**config.mk**
```make
export PLATFORM = sky130hd
export DESIGN_NAME = jtbubl_sdram_mux
export DESIGN_NICKNAME = d
export VERILOG_FILES = /design/src/rtl/jtbubl_sdram_mux.sv
export SDC_FILE = /design/constraint.sdc
export NUM_CORES = 1
export LEC_CHECK = 0
export CAP_MARGIN = 20
export CORE_MARGIN = 2
export CORE_UTILIZATION = 44
export CTS_CLUSTER_DIAMETER = 60
export CTS_CLUSTER_SIZE = 10
export DETAILED_ROUTE_END_ITERATION = 10
export HOLD_SLACK_MARGIN = 0.05
export PLACE_DENSITY = 0.78
export SLEW_MARGIN = 30
export SYNTH_ARGS = -nofsm -noshare
export SYNTH_HDL_FRONTEND = slang
export SYNTH_SLANG_ARGS = --single-unit
```
**constraint.sdc**
```tcl
create_clock -name clk -period 9.5 [get_ports clk]
set_input_delay 1.9 -clock clk [delete_from_list [all_inputs] [get_ports clk]]
set_output_delay 1.9 -clock clk [all_outputs]
set_load 0.05 [all_outputs]
```
**src/rtl/jtbubl_sdram_mux.sv**
```systemverilog
// rtl/jtbubl_sdram_mux.sv - N-slot cached ROM request arbiter for the single SDRAM read port
module jtbubl_sdram_mux #(
    parameter int                  SLOTS     = 5,
    parameter int                  SAW       = 18,
    parameter logic [SLOTS*22-1:0] OFFSET    = '0,
    parameter bit                  RR        = 1'b0,
    parameter logic [SLOTS-1:0]    BOOT_MASK = SLOTS'(5'h0f)
) (
    input  logic                 clk,
    input  logic                 rst,
    input  logic                 downloading,
    input  logic [SLOTS-1:0]     slot_cs,
    input  logic [SLOTS*SAW-1:0] slot_addr,
    output logic [SLOTS-1:0]     slot_ok,
    output logic [SLOTS*32-1:0]  slot_dout,
    output logic                 sdram_req,
    output logic [21:0]          sdram_addr,
    input  logic                 sdram_ack,
    input  logic                 data_dst,
    input  logic                 data_rdy,
    input  logic [31:0]          data_read,
    output logic                 cpu_start
);
    localparam int IW = (SLOTS > 1) ? $clog2(SLOTS) : 1;

    typedef enum logic [1:0] {IDLE, WAIT_ACK, WAIT_DATA} state_t;

    state_t           state;
    logic [IW-1:0]    gnt;
    logic [IW-1:0]    ptr;
    logic [IW-1:0]    gsel;
    logic [IW-1:0]    gnext;
    logic [SLOTS-1:0] valid;
    logic [SLOTS-1:0] eff_cs;
    logic [SLOTS-1:0] hit;
    logic [SLOTS-1:0] pending;
    logic [SAW-1:0]   tag    [SLOTS];
    logic [SAW-1:0]   addr_a [SLOTS];
    logic [21:0]      off_a  [SLOTS];
    logic [31:0]      dout   [SLOTS];
    logic [21:0]      gsdram;
    logic             unused_dst;

    // Burst start is not needed: data_rdy alone qualifies the read word.
    assign unused_dst = data_dst;

    // Boot slots keep requesting until the CPUs are released.
    assign eff_cs  = slot_cs | (BOOT_MASK & {SLOTS{~cpu_start}});
    assign slot_ok = eff_cs & hit;
    assign pending = eff_cs & ~hit;

    // Unpack per-slot address/offset/data and compare each address with its cached tag.
    always_comb begin
        hit       = '0;
        slot_dout = '0;
        for (int i = 0; i < SLOTS; i++) begin
            addr_a[i] = slot_addr[i*SAW +: SAW];
            off_a[i]  = OFFSET[i*22 +: 22];
            hit[i]    = valid[i] && (tag[i] == addr_a[i]);
            slot_dout[i*32 +: 32] = dout[i];
        end
    end

    // Pick the winning slot: lowest index, or first at/after ptr with wrap in round-robin mode.
    always_comb begin
        logic [IW-1:0] idx;
        gsel = '0;
        idx  = '0;
        for (int k = SLOTS - 1; k >= 0; k--) begin
            idx = RR ? IW'((int'(ptr) + k) % SLOTS) : IW'(k);
            if (pending[idx]) gsel = idx;
        end
        gnext  = (int'(gsel) == SLOTS - 1) ? '0 : gsel + 1'b1;
        gsdram = 22'(addr_a[gsel]) + off_a[gsel];
    end

    // Request FSM, cache fill and boot gate; downloading aborts everything and re-arms the boot.
    always_ff @(posedge clk or posedge rst) begin
        if (rst) begin
            state      <= IDLE;
            gnt        <= '0;
            ptr        <= '0;
            valid      <= '0;
            sdram_req  <= 1'b0;
            sdram_addr <= '0;
            cpu_start  <= 1'b0;
            for (int i = 0; i < SLOTS; i++) begin
                tag[i]  <= '0;
                dout[i] <= '0;
            end
        end else if (downloading) begin
            state     <= IDLE;
            valid     <= '0;
            sdram_req <= 1'b0;
            cpu_start <= 1'b0;
        end else begin
            if (&(slot_ok | ~BOOT_MASK)) cpu_start <= 1'b1;
            case (state)
                IDLE: begin
                    if (|pending) begin
                        gnt         <= gsel;
                        tag[gsel]   <= addr_a[gsel];
                        valid[gsel] <= 1'b0;
                        sdram_addr  <= gsdram;
                        sdram_req   <= 1'b1;
                        state       <= WAIT_ACK;
                        if (RR) ptr <= gnext;
                    end
                end
                WAIT_ACK: begin
                    if (sdram_ack) begin
                        sdram_req <= 1'b0;
                        state     <= WAIT_DATA;
                    end
                end
                WAIT_DATA: begin
                    if (data_rdy) begin
                        dout[gnt]  <= data_read;
                        valid[gnt] <= 1'b1;
                        state      <= IDLE;
                    end
                end
                default: state <= IDLE;
            endcase
        end
    end
endmodule

```
==> results.toml <==
[hold_path]
min_from = "slot_dout[72]"
holdCritPathClass = "register to register"
min_path_cells = 1

[critical_path]
critPathKind = "input pin to output pin"
worstSetupStartpoint = "slot_addr[68]"
worstReg2RegStart = "tag[86]"
worst-path-buf-inv = 2
critPathRequiredTime_ps = 7600
cp_common_cell = "clkdlybuf4s50_1"
max_stage_delay_ps = 820
cpMaxStageDelayCell = "clkdlybuf4s50_1"
arrival_ps = 4260
worstSetupEndpointType = "output pin"
cp_cell_sequence = "clkdlybuf4s50_1 -> xnor2_1 -> nand4_1 -> nor4_2 -> nand2_1 -> nor2_1 -> clkdlybuf4s50_1"
rr_worst_depth = 8
crit_family = "buffers and inverters"
worstSetupPathDepth = 7
start_kind = "input pin"
worstPathMaxFanout = 2

[drt]
drt-initial-drc-count = 728
routed_via_density = 5.50
vias = 8908
postRouteWirelength_um = 35000
drc = 0
dr.pass1.iters = 7
wl_per_cell_um = 21.6
drtAntennaViolNets = 0

[sta]
finClkSkew_ps = 24.1
setup_tns_ps = 0
setup_viol = 0
setup_slack_ps = 3340
slew_violations = 0
whs_ps = 484
tightest_slew_ps = 994
rsz0062_at_grt = "no"
max_slew_margin_pct = 33.3
fin_crit_ps = 6160
timing.fmax_mhz = 162
post-route-period-util_pct = 64.9
hold_viol = 0

[grt]
grt_max_degree = 153
grt-ovfl-total = 0
antenna_found_initial = 4
gr-usage-met1_pct = 30.1
grt_pass1_vias = 9492
top_usage_layer = "met2"
grt_pass1_wl_um = 54200
use_met2_pct = 40.7
grt_use_total_pct = 24.5
gr-usage-met3_pct = 8.26

[die]
die_h_um = 170
die_width_um = 170
start_util_pct = 44.7
core_area_um2 = 27000
row_count = 60
num_io_pins = 322
design.die.area_um2 = 28700

[final_layout]
drive_above_1_share_pct = 16.2
multiInputGateArea_um2 = 4830
fin_nets = 1405
area_growth_pct = 37.6
nFillCells = 2075
seq_area_um2 = 7010

[synthesis]
synth.largest_area_cell = "dfrtp_1"
yosys-top-cells-area = "dfrtp_1 58%, mux2_2 11%, mux2_1 5.5%"
synth-edff-count = 0
yosys_register_bits = 280
synth_warnings = 0
synthCells = 950
avgSynthCellArea_um2 = 12.7
netlist_area_um2 = 12100
synth_top_area_share_pct = 58.1
synth_ff_type = "dfrtp_1"
synthArstFlopShare_pct = 100
ys_types = 46
synth_seq_area_share_pct = 58.1

[clock_tree]
cts-root-buf = "clkbuf_16"
cts_tree = "built"
htree_levels = 2
post_cts_buffers = 0
path_clk_slew_ps = 50
cts_max_path_buffers = 3
cts_buffers = 34
cts_sinks = 280
cts_hold_buffers = 0
cts_resized = 0
insertion_delay_ps = 510

[power_and_ir_drop]
power.total_w = 0.00302
ir_drop_uv = 175
p_per_area_nw_per_um2 = 182
leakage_nw = 7.18

[outcome]
status = "finished clean"

[place]
numPortBuffers = 316
routabilityCongestion = 0.859
place_hpwl_um = 25300
post-place-ws_ps = 3360

[run]
drv_cap = 0
final cells by class:
type,count,share of cell area [%]
clock buffers,37,5.38
well taps,341,2.57
diodes,3,0.0452
inverters,7,0.181
multi-input cells,616,29.1
flip-flops and latches,280,42.2
clock inverters,4,0.407
repair buffers,333,20.1
report_power, final:
part	switching, W	internal, W
logic	0.000335	0.000210
clock network	0.000470	0.000691
registers	0.0000443	0.00127
per-layer routing:
| layer | share of wire [%] | up-vias |
|---|---|---|
| li1 | - | 4024 |
| met1 | 39 | 4441 |
| met2 | 48 | 364 |
| met3 | 9.2 | 77 |
| met4 | 3.1 | 2 |
| met5 | 0.037 | - |
cell families after synthesis:
logic type / count (synthesis) / synth area share, %
XOR/XNOR: 90 / 6.54
multiplexers: 178 / 16.6
buffers and inverters: 57 / 2.24
flip-flops: 280 / 58.1
AND/OR/NAND/NOR: 173 / 6.61
other: 1 / 0.0311
AO/OA/AOI/OAI: 171 / 9.83
synth_stat cells, types with 9 or more instances:
cell      instances
a21oi_1          13
a221o_1          18
a22oi_1          18
a31oi_1          22
buf_2            15
clkbuf_1         25
dfrtp_1         280
mux2_1           59
mux2_2          119
nand2_1          70
nand4_1          21
nor2_1           48
o211ai_1          9
o211ai_2         10
o21ai_1          65
xnor2_1          75
xor2_1           15
placed cells by master (no fill, tap or decap), drive strengths merged, types with 2 or more instances in the layout:
cell type,synthesis,final
a21oi,14,14
mux2,178,178
nand2,70,70
nor2b,2,2
nor2,50,50
o211ai,19,19
diode,0,3
xor2,15,15
a22oi,18,18
a31o,2,2
clkdlybuf4s50,0,316
inv,7,6
and2,2,2
buf,25,17
xnor2,75,75
nor4,3,3
clkinv,0,3
nor3,11,11
conb,1,4
dfrtp,280,280
o21ai,70,70
clkbuf,25,37
a31oi,24,24
nand3,8,8
and3,2,2
a221o,18,18
nand4,21,21
stage by stage:
stage | instance area [µm²] | instances | util [%]
final | 16600 | 1621 | 61.6
after global routing | 16600 | 1619 | 61.5
after CTS | 16600 | 1617 | 61.5
after detailed placement | 15600 | 1576 | 57.9
after global placement | 15600 | 1575 | 57.8
after floorplan | 12100 | 953 | -
worst paths after layout:
check	to	slack, ps
hold / removal	slot_dout[72]	480
min in group asynchronous	slot_dout[37]	1980
max in group asynchronous	slot_dout[44]	6280
hold reg to reg	slot_dout[72]	480
setup reg to reg	tag[68]	6650
setup / recovery	slot_ok[3]	3340
flip-flops by register name (all words and copies together), names as in the netlist:
signal,cells
slot_dout,160
tag,90
sdram_addr,18
valid,5
gnt,3
state,2
cpu_start,1
sdram_req,1
Note: power is estimated with default switching activity, not from simulation.
